===== src/rtl/uart_pkg.sv =====
// Shared definitions for the UART receive path: receiver FSM states,
// 8N1 frame constants and the default bit period (115200 baud at 100 MHz).
package uart_pkg;

  localparam int DATA_BITS            = 8;
  localparam int DEFAULT_CLKS_PER_BIT = 868;

  typedef enum logic [2:0] {
    ST_IDLE      = 3'd0,
    ST_START     = 3'd1,
    ST_DATA      = 3'd2,
    ST_STOP      = 3'd3,
    ST_WAIT_HIGH = 3'd4
  } rx_state_e;

endpackage


===== src/rtl/sync_fifo.sv =====
// Purpose: single-clock first-word fall-through FIFO with occupancy count.
// Latency: a push is visible at the head on the cycle after it is accepted.
// Backpressure: a push while full is dropped (drop_o) unless a pop frees the slot in the same cycle.
module sync_fifo #(
  parameter int WIDTH = 8,
  parameter int DEPTH = 8
) (
  input  logic                   clk_i,
  input  logic                   rst_ni,
  input  logic                   push_i,
  input  logic [WIDTH-1:0]       push_dat_i,
  input  logic                   pop_i,
  output logic [WIDTH-1:0]       rd_dat_o,
  output logic                   empty_o,
  output logic                   full_o,
  output logic [$clog2(DEPTH):0] count_o,
  output logic                   drop_o
);

  localparam int PW = $clog2(DEPTH);
  localparam logic [PW:0] FULL_CNT = (PW+1)'(DEPTH);

  logic [PW-1:0]    wptr_q, wptr_d;
  logic [PW-1:0]    rptr_q, rptr_d;
  logic [PW:0]      cnt_q, cnt_d;
  logic [WIDTH-1:0] mem_q [DEPTH];
  logic             pop_ok, push_ok;

  // Accept/drop decisions; a pop on a full FIFO makes room for a same-cycle push.
  always_comb begin
    pop_ok  = pop_i && (cnt_q != '0);
    push_ok = push_i && ((cnt_q != FULL_CNT) || pop_ok);
    drop_o  = push_i && !push_ok;
    wptr_d  = push_ok ? wptr_q + 1'b1 : wptr_q;
    rptr_d  = pop_ok  ? rptr_q + 1'b1 : rptr_q;
    cnt_d   = cnt_q;
    if (push_ok && !pop_ok) cnt_d = cnt_q + 1'b1;
    if (pop_ok && !push_ok) cnt_d = cnt_q - 1'b1;
  end

  // Pointer and occupancy registers; pointers wrap naturally at DEPTH.
  always_ff @(posedge clk_i or negedge rst_ni) begin
    if (!rst_ni) begin
      wptr_q <= '0;
      rptr_q <= '0;
      cnt_q  <= '0;
    end else begin
      wptr_q <= wptr_d;
      rptr_q <= rptr_d;
      cnt_q  <= cnt_d;
    end
  end

  // Storage needs no reset: the head is masked to zero while empty.
  always_ff @(posedge clk_i) begin
    if (push_ok) mem_q[wptr_q] <= push_dat_i;
  end

  assign empty_o  = (cnt_q == '0);
  assign full_o   = (cnt_q == FULL_CNT);
  assign count_o  = cnt_q;
  assign rd_dat_o = empty_o ? '0 : mem_q[rptr_q];

endmodule


===== src/rtl/uart_rx_fifo.sv =====
// Purpose: 8N1 UART receiver feeding a receive FIFO with sticky overrun/framing flags.
// Latency: a received byte appears at rd_data the cycle after its stop-bit sample.
// Backpressure: none on the serial line; bytes arriving to a full FIFO are dropped and flagged.
module uart_rx_fifo
  import uart_pkg::*;
#(
  parameter int CLKS_PER_BIT = DEFAULT_CLKS_PER_BIT,
  parameter int FIFO_DEPTH   = 8
) (
  input  logic                        CLK100MHZ,
  input  logic                        CPU_RESETN,
  input  logic                        uart_txd_in,
  input  logic                        rd_en,
  input  logic                        clr_err,
  output logic [7:0]                  rd_data,
  output logic                        empty,
  output logic                        full,
  output logic [$clog2(FIFO_DEPTH):0] count,
  output logic                        overrun,
  output logic                        frame_err
);

  localparam logic [15:0] HALF_RELOAD = 16'(CLKS_PER_BIT/2 - 1);
  localparam logic [15:0] BIT_RELOAD  = 16'(CLKS_PER_BIT - 1);
  localparam logic [2:0]  LAST_BIT    = 3'(DATA_BITS - 1);

  logic      sync1_q, rx_q;
  rx_state_e state_q, state_d;
  logic [15:0] cnt_q, cnt_d;
  logic [2:0]  bit_q, bit_d;
  logic [7:0]  shift_q, shift_d;
  logic        ovr_q, ovr_d;
  logic        ferr_q, ferr_d;
  logic        push_vld, ferr_set, fifo_drop;

  // Two-flop synchronizer; idles high so reset never looks like a start bit.
  always_ff @(posedge CLK100MHZ or negedge CPU_RESETN) begin
    if (!CPU_RESETN) begin
      sync1_q <= 1'b1;
      rx_q    <= 1'b1;
    end else begin
      sync1_q <= uart_txd_in;
      rx_q    <= sync1_q;
    end
  end

  // Receiver next-state logic: counter expiry marks the mid-bit sample point.
  always_comb begin
    state_d  = state_q;
    cnt_d    = cnt_q;
    bit_d    = bit_q;
    shift_d  = shift_q;
    push_vld = 1'b0;
    ferr_set = 1'b0;
    unique case (state_q)
      ST_IDLE: begin
        if (!rx_q) begin
          state_d = ST_START;
          cnt_d   = HALF_RELOAD;
        end
      end
      ST_START: begin
        if (cnt_q == '0) begin
          if (rx_q) begin
            state_d = ST_IDLE;
          end else begin
            state_d = ST_DATA;
            cnt_d   = BIT_RELOAD;
            bit_d   = '0;
          end
        end else begin
          cnt_d = cnt_q - 1'b1;
        end
      end
      ST_DATA: begin
        if (cnt_q == '0) begin
          shift_d = {rx_q, shift_q[7:1]};
          cnt_d   = BIT_RELOAD;
          if (bit_q == LAST_BIT) state_d = ST_STOP;
          else                   bit_d   = bit_q + 1'b1;
        end else begin
          cnt_d = cnt_q - 1'b1;
        end
      end
      ST_STOP: begin
        if (cnt_q == '0) begin
          if (rx_q) begin
            push_vld = 1'b1;
            state_d  = ST_IDLE;
          end else begin
            ferr_set = 1'b1;
            state_d  = ST_WAIT_HIGH;
          end
        end else begin
          cnt_d = cnt_q - 1'b1;
        end
      end
      ST_WAIT_HIGH: begin
        if (rx_q) state_d = ST_IDLE;
      end
      default: state_d = ST_IDLE;
    endcase
  end

  // Sticky flags: a same-cycle error event overrides the clear.
  always_comb begin
    ovr_d  = (ovr_q  && !clr_err) || fifo_drop;
    ferr_d = (ferr_q && !clr_err) || ferr_set;
  end

  // Receiver and flag state registers.
  always_ff @(posedge CLK100MHZ or negedge CPU_RESETN) begin
    if (!CPU_RESETN) begin
      state_q <= ST_IDLE;
      cnt_q   <= '0;
      bit_q   <= '0;
      shift_q <= '0;
      ovr_q   <= 1'b0;
      ferr_q  <= 1'b0;
    end else begin
      state_q <= state_d;
      cnt_q   <= cnt_d;
      bit_q   <= bit_d;
      shift_q <= shift_d;
      ovr_q   <= ovr_d;
      ferr_q  <= ferr_d;
    end
  end

  sync_fifo #(
    .WIDTH (8),
    .DEPTH (FIFO_DEPTH)
  ) u_fifo (
    .clk_i      (CLK100MHZ),
    .rst_ni     (CPU_RESETN),
    .push_i     (push_vld),
    .push_dat_i (shift_q),
    .pop_i      (rd_en),
    .rd_dat_o   (rd_data),
    .empty_o    (empty),
    .full_o     (full),
    .count_o    (count),
    .drop_o     (fifo_drop)
  );

  assign overrun   = ovr_q;
  assign frame_err = ferr_q;

endmodule

===== config.mk =====
export PLATFORM = sky130hd
export DESIGN_NAME = uart_rx_fifo
export DESIGN_NICKNAME = d
export VERILOG_FILES = /design/src/rtl/uart_pkg.sv /design/src/rtl/sync_fifo.sv /design/src/rtl/uart_rx_fifo.sv
export SDC_FILE = /design/constraint.sdc
export NUM_CORES = 1
export LEC_CHECK = 0
export ABC_CLOCK_PERIOD_IN_PS = 7200
export CORE_UTILIZATION = 65
export DETAILED_ROUTE_END_ITERATION = 10
export GPL_ROUTABILITY_DRIVEN = 0
export PLACE_DENSITY = 0.85
export SYNTH_ARGS = -nofsm -noshare
export SYNTH_HDL_FRONTEND = slang
export SYNTH_HIERARCHICAL = 1
export SYNTH_SLANG_ARGS = --single-unit

===== constraint.sdc =====
create_clock -name CLK100MHZ -period 7.2 [get_ports CLK100MHZ]
set_clock_uncertainty 0.15 [all_clocks]
set_input_delay 1.44 -clock CLK100MHZ [delete_from_list [all_inputs] [get_ports CLK100MHZ]]
set_output_delay 1.44 -clock CLK100MHZ [all_outputs]
set_load 0.01 [all_outputs]

Word level (Yosys, flattened, before mapping)
Memories as Yosys holds them, arrays and structs flattened.
Index checks and enable logic that the tools add are counted.
{"block": "totals", "elab_cells": 90, "out_inout_bits": 16, "regBits": 44, "mem_count": 1, "in_bits": 5, "ramBits": 64}
{"block": "op_classes", "n_eq_ne": 17, "add_sub_neg": 6, "reduce_logical": 24, "mux": 31}
{"name": "u_fifo.mem_q", "words": 8, "width": 8, "rd": 1, "rd_clocked_by_memory_dff": 0, "write_ports": 1, "line_no": "sync_fifo.sv:26", "text": "logic [WIDTH-1:0] mem_q [DEPTH];"}
{"operator": "16-bit 2-to-1 mux", "count": 5}
{"operator": "16-bit case mux with 4 select lines", "count": 1}
{"operator": "3-bit 2-to-1 mux", "count": 11}
{"operator": "2-bit != test, second input constant", "count": 9}
{"operator": "16-bit zero test", "count": 1}
{"operator": "16-bit by 1-bit subtractor with 16-bit output, second input constant", "count": 1}
{"operator": "3-bit case mux with 5 select lines", "count": 1}
{"operator": "3-bit by 1-bit adder with 3-bit output, second input constant", "count": 3}
{"operator": "1-bit 2-to-1 mux", "count": 8}
{"operator": "4-bit 2-to-1 mux", "count": 2}
{"operator": "8-bit 2-to-1 mux", "count": 1}
{"operator": "4-bit nonzero test", "count": 2}
{"operator": "1-bit logical AND", "count": 7}
{"operator": "3-bit by 2-bit == test with 1-bit output, second input constant", "count": 2}
{"operator": "3-bit == test, second input constant", "count": 2}
{"operator": "3-bit case mux with 2 select lines", "count": 1}
{"operator": "6-bit AND reduction", "count": 1}
{"operator": "5-bit AND reduction", "count": 1}
{"operator": "4-bit by 1-bit adder with 4-bit output, second input constant", "count": 1}
{"operator": "4-bit == test, second input constant", "count": 1}
{"operator": "4-bit zero test", "count": 1}
{"operator": "4-bit != test, second input constant", "count": 1}
{"operator": "4-bit AND reduction", "count": 1}
{"operator": "2-bit nonzero test", "count": 2}
{"operator": "8 further kinds", "count": 12}

Longest topological paths before layout
{"block": "depth", "depth_word": 7, "mapped_depth": 13, "depth_no_buf": 12}

Hierarchy
The synthesis kept the hierarchy.
{"module": "sync_fifo", "cells_per_inst": 167, "seq_area_each_um2": 2172.1, "instances": 1, "area_per_inst_um2": 3098.0}
{"module": "uart_rx_fifo", "cells_per_inst": 173, "seq_area_each_um2": 853.3, "instances": 1, "area_per_inst_um2": 1741.7}

Least setup slack after synthesis
Ideal clock, no wire load.
{"block": "synth_timing", "kind": "reg2reg", "startpoint": "reg cnt_q[11]", "endpoint": "reg u_fifo.cnt_q[3] (netlist: u_fifo/count_o[3])", "setup_slack_ns": 3.840, "synth_period_minus_slack_ns": 3.360, "n_path_buf": 1, "required_time_ns": 6.959, "t_arrival_ns": 3.119, "setup_time_ns": 0.091, "stages_incl_launch_ff": 14, "cell_sequence": "dfrtp_1 -> or4_1 -> nor2_1 -> nand3_1 -> nor4_1 -> and4_1 -> buf_2 -> or2_2 -> inv_1 -> ha_1 -> or2_2 -> and2_1 -> a221o_1 -> o221ai_1"}
{"block": "synth_via", "elab_chain_len": 7, "word_cells_on_any_way": 9, "cone_classes": "mux: 3; reduce/logical: 6"}
{"item": "from (decl)", "line_no": "uart_rx_fifo.sv:29", "text": "logic [15:0] cnt_q, cnt_d;"}
{"item": "from (signal assigned)", "line_no": "uart_rx_fifo.sv:122", "text": "cnt_q <= cnt_d;"}
{"item": "16-bit zero test *", "line_no": "uart_rx_fifo.sv:86", "text": "if (cnt_q == '0) begin"}
{"item": "1-bit 2-to-1 mux *", "line_no": "uart_rx_fifo.sv:86"}
{"item": "1-bit 2-to-1 mux *", "line_no": "uart_rx_fifo.sv:55", "text": "unique case (state_q)"}
{"item": "named net push_vld", "line_no": "uart_rx_fifo.sv:34", "text": "logic push_vld, ferr_set, fifo_drop;"}
{"item": "1-bit logical AND *", "line_no": "sync_fifo.sv:32", "text": "push_ok = push_i && ((cnt_q != FULL_CNT) || pop_ok);"}
{"item": "1-bit zero test", "line_no": "sync_fifo.sv:38", "text": "if (pop_ok && !push_ok) cnt_d = cnt_q - 1'b1;"}
{"item": "1-bit logical AND", "line_no": "sync_fifo.sv:38"}
{"item": "4-bit 2-to-1 mux or 2-bit nonzero test (tied branches)"}
{"item": "to (signal assigned)", "line_no": "sync_fifo.sv:50", "text": "cnt_q <= cnt_d;"}
{"item": "to (decl)", "line_no": "sync_fifo.sv:25", "text": "logic [PW:0] cnt_q, cnt_d;"}
Mark *: on every way through the listed nets, which the timed path passes. The rest lies on a longest branch.
A chain may end at the register's enable or synchronous reset.

Worst setup path in the final report
{"block": "layout_timing", "startpoint": "reg u_fifo.rptr_q[0]", "endpoint": "out rd_data[3]"}
{"block": "layout_via", "elab_chain_len": 2}
{"item": "from (decl)", "line_no": "sync_fifo.sv:24", "text": "logic [PW-1:0] rptr_q, rptr_d;"}
{"item": "from (signal assigned)", "line_no": "sync_fifo.sv:49", "text": "rptr_q <= rptr_d;"}
{"item": "memory read 8 x 8 bit"}
{"item": "8-bit 2-to-1 mux", "line_no": "sync_fifo.sv:62", "text": "assign rd_dat_o = empty_o ? '0 : mem_q[rptr_q];"}
{"item": "to (decl)", "line_no": "uart_rx_fifo.sv:15", "text": "output logic [7:0] rd_data,"}
No other way between the ends.

==> summary.txt <==
Critical path
  • WS Path Type: reg2out
  • CP arrival: 2790 ps
  • CP Launch Type: register
  • CP Launch Point: u_fifo/rptr_q[0]$_DFFE_PN0P_
  • R2R Path Start: cnt_q[11]$_DFFE_PN0P_
  • Crit end category: primary output
  • Worst Path Required: 5610 ps
  • CP Max Fanout: 18
  • Register-to-Register Path Depth: 8

Synth
  • EDFF count, synth: 64
  • Top cell type's share of synthesized area: 39.71%
  • YS warnings: 6
  • Ys async rst share: 40.74%
  • Net count after synthesis: 353
  • Cell Area, Synth: 4840 um^2
  • Top post-synthesis cells by count: edfxtp_1 (64), dfrtp_1 (42), nor2_1 (27)
  • Synth Flop Type: edfxtp_1
  • Syn avg cell area: 14.23 um^2
  • Sequential element share of the synthesized area: 62.51%
  • Post-Syn Instances: 340
  • Top cells by area, synth: edfxtp_1 (40%), dfrtp_1 (22%), mux4_2 (7.4%)
  • Count of cell types in the netlist: 63
  • Most frequent cell after synthesis: edfxtp_1
  • Dominant cell type by area after synthesis: edfxtp_1
  • Synth Register Bits: 108

Global routing
  • Vias in the first global route: 2,715
  • First-pass GRT wire length: 13.31 mm
  • Initial antenna violation count: 0
  • Global Route Usage Sum: 23.40%
  • GR Overflow Total: 0
  • Largest net degree at the start of global routing: 45

Die
  • Core Footprint: 7214 um^2
  • Die ar.: 7794 um^2
  • Die H: 88.29 um
  • IO Count: 21
  • Rows: 31
  • Die W: 88.29 um
  • Initial Utilization: 67.08%

Clock tree
  • Clock latency on the worst-skew pair: 360 ps
  • CTS Buf Count: 9
  • Clk buf depth: 2
  • Clk sinks: 108
  • CTS tree: done
  • Post-CTS Resized: 0
  • CTS HTree Levels: 3
  • Clock slew at the register clock pins of the worst setup and hold paths: 100 ps
  • Setup Buffers After CTS: 0
  • Cts hold-fix bufs: 0
  • CTS Root Cell: clkbuf_8

Route
  • DRC violations left: 0
  • Vias after detailed routing: 2,857
  • 1st-iter DRT viols: 212
  • Drt first pass iters: 5
  • Wire per inst: 18.31 um
  • Total wire length: 8.405 mm
  • Via-to-Cell Ratio: 6.224
  • DRT antenna net count: 0

Power
  • PD cells: 243.6 nW/um^2
  • VDD IR-drop max: 0.1397 mV
  • Leak Pwr: 2.175 nW

Placement
  • Area after DPL: 5079 um^2
  • Hpwl dp: 5.638 mm
  • I/O Buffers: 20

Worst hold path
  • Worst Hold Class: reg2reg
  • Hold path start: sync1_q$_DFF_PN1_
  • Hold Path Depth: 0

STA
  • Final Hold Viols: 0
  • Final-report setup violation count: 0
  • FMAX: 228.3 MHz
  • Part of the cycle the worst path needs: 60.83%
  • Max-slew violation count: 0
  • Minimum clock period: 4380 ps
  • Worst-Margin Slew: 1348 ps
  • Relative slew slack: 9.432%
  • Setup TNS Final: 0 ps
  • Unrepaired setup endpoints after global routing: no

Layout
  • Layout cell share with drive strength beyond 1: 16.39%
  • Final std cell area, no fill: 5258 um^2
  • Fillcell total: 459
  • P&R area growth vs syn: 8.635%
  • Antenna Diode Count: 0
  • Final nets: 368

Job
  • MaxCap Viol Count: 0

Status
  • Status: complete, no violations
[per-stage QoR]
stage,total power [mW],util [%],cells,setup slack (ps),hold WS (ps)
floorplan,0.9036,-,340,3840,195.2
global placement,0.9555,70.40,443,3150,196.3
detailed placement,0.9641,70.40,443,3083,198.9
CTS,1.294,72.88,459,2718,214.5
global route,1.338,72.88,459,2592,219.8
finish,1.281,72.88,459,2820,214.9
[placed cells by master, fill, tap and decap left out, drive strengths merged, types with 3 or more instances in the layout]
cell           instances
a211o                  3
a21oi                 12
a31oi                  9
and2                   3
clkbuf                10
clkdlybuf4s50         19
clkinv                 5
dfrtp                 42
edfxtp                64
ha                     7
inv                   14
mux2                  12
mux2i                  9
mux4                  16
nand2                 19
nand2b                 4
nand3                  7
nor2                  27
nor3                   5
nor3b                  3
nor4                   3
o21ai                  9
o31a                   3
o31ai                  3
or2                    6
or3                    4
or4                    4
xnor2                  5
xor2                   3
[where the power goes]
part | internal, mW | switching [mW] | total [mW]
combinational | 0.121 | 0.0761 | 0.197
sequential | 0.671 | 0.0777 | 0.749
clock | 0.130 | 0.204 | 0.334
total | 0.923 | 0.358 | 1.28
[registers in the layout, indices dropped and copies added (netlist names), 3 cells and up]
register and flops:
u_fifo/mem_q 64, cnt_q 16, shift_q 8, u_fifo/count_o 4, bit_q 3, state_q 3, u_fifo/rptr_q 3, u_fifo/wptr_q 3
[worst paths after layout]
kind	to	slack, ps
setup / recovery	rd_data[3]	2820
hold / removal	rx_q$_DFF_PN1_	210
setup reg to reg	u_fifo/mem_q[1][5]$_DFFE_PP_	3080
hold reg to reg	rx_q$_DFF_PN1_	210
max in group asynchronous	shift_q[4]$_DFFE_PN0P_	5200
min in group asynchronous	u_fifo/count_o[3]$_DFFE_PN0P_	1070
[layer usage]
layer / vias to the layer above / global-route usage [%] / share of wire, %
li1: 1321 / - / -
met4: 0 / 6.598 / 1.3
met1: 1456 / 31.61 / 45
met5: - / 0 / 0
met3: 16 / 5.784 / 4.1
met2: 64 / 38.46 / 50
[layout make-up]
class / instances / area (um^2) / area share (%)
Tap cell: 99 / 123.9 / 2.356
Timing Repair Buffer: 20 / 195.2 / 3.713
Inverter: 13 / 48.80 / 0.9281
Sequential cell: 108 / 3025 / 57.54
Clock buffer: 10 / 127.6 / 2.427
Clock inverter: 6 / 51.30 / 0.9757
Multi-Input combinational cell: 203 / 1685 / 32.06
[critical path, cell delays in order, from the launching register on]
cell and delay [ps]:
dfrtp_1 1060, mux4_2 620, mux2i_1 180, nor2_1 60, clkdlybuf4s50_1 500
[kinds of logic after synthesis]
logic type,after synthesis,share of synthesized area (%)
flip-flops,108,62.51
adder cells (fa/ha/maj),8,2.223
AND/OR/NAND/NOR,90,9.798
buffers and inverters,29,2.663
AO/OA/AOI/OAI,60,9.179
multiplexers,37,12.18
XOR/XNOR,8,1.448
Power figures use the tool's default switching activity.
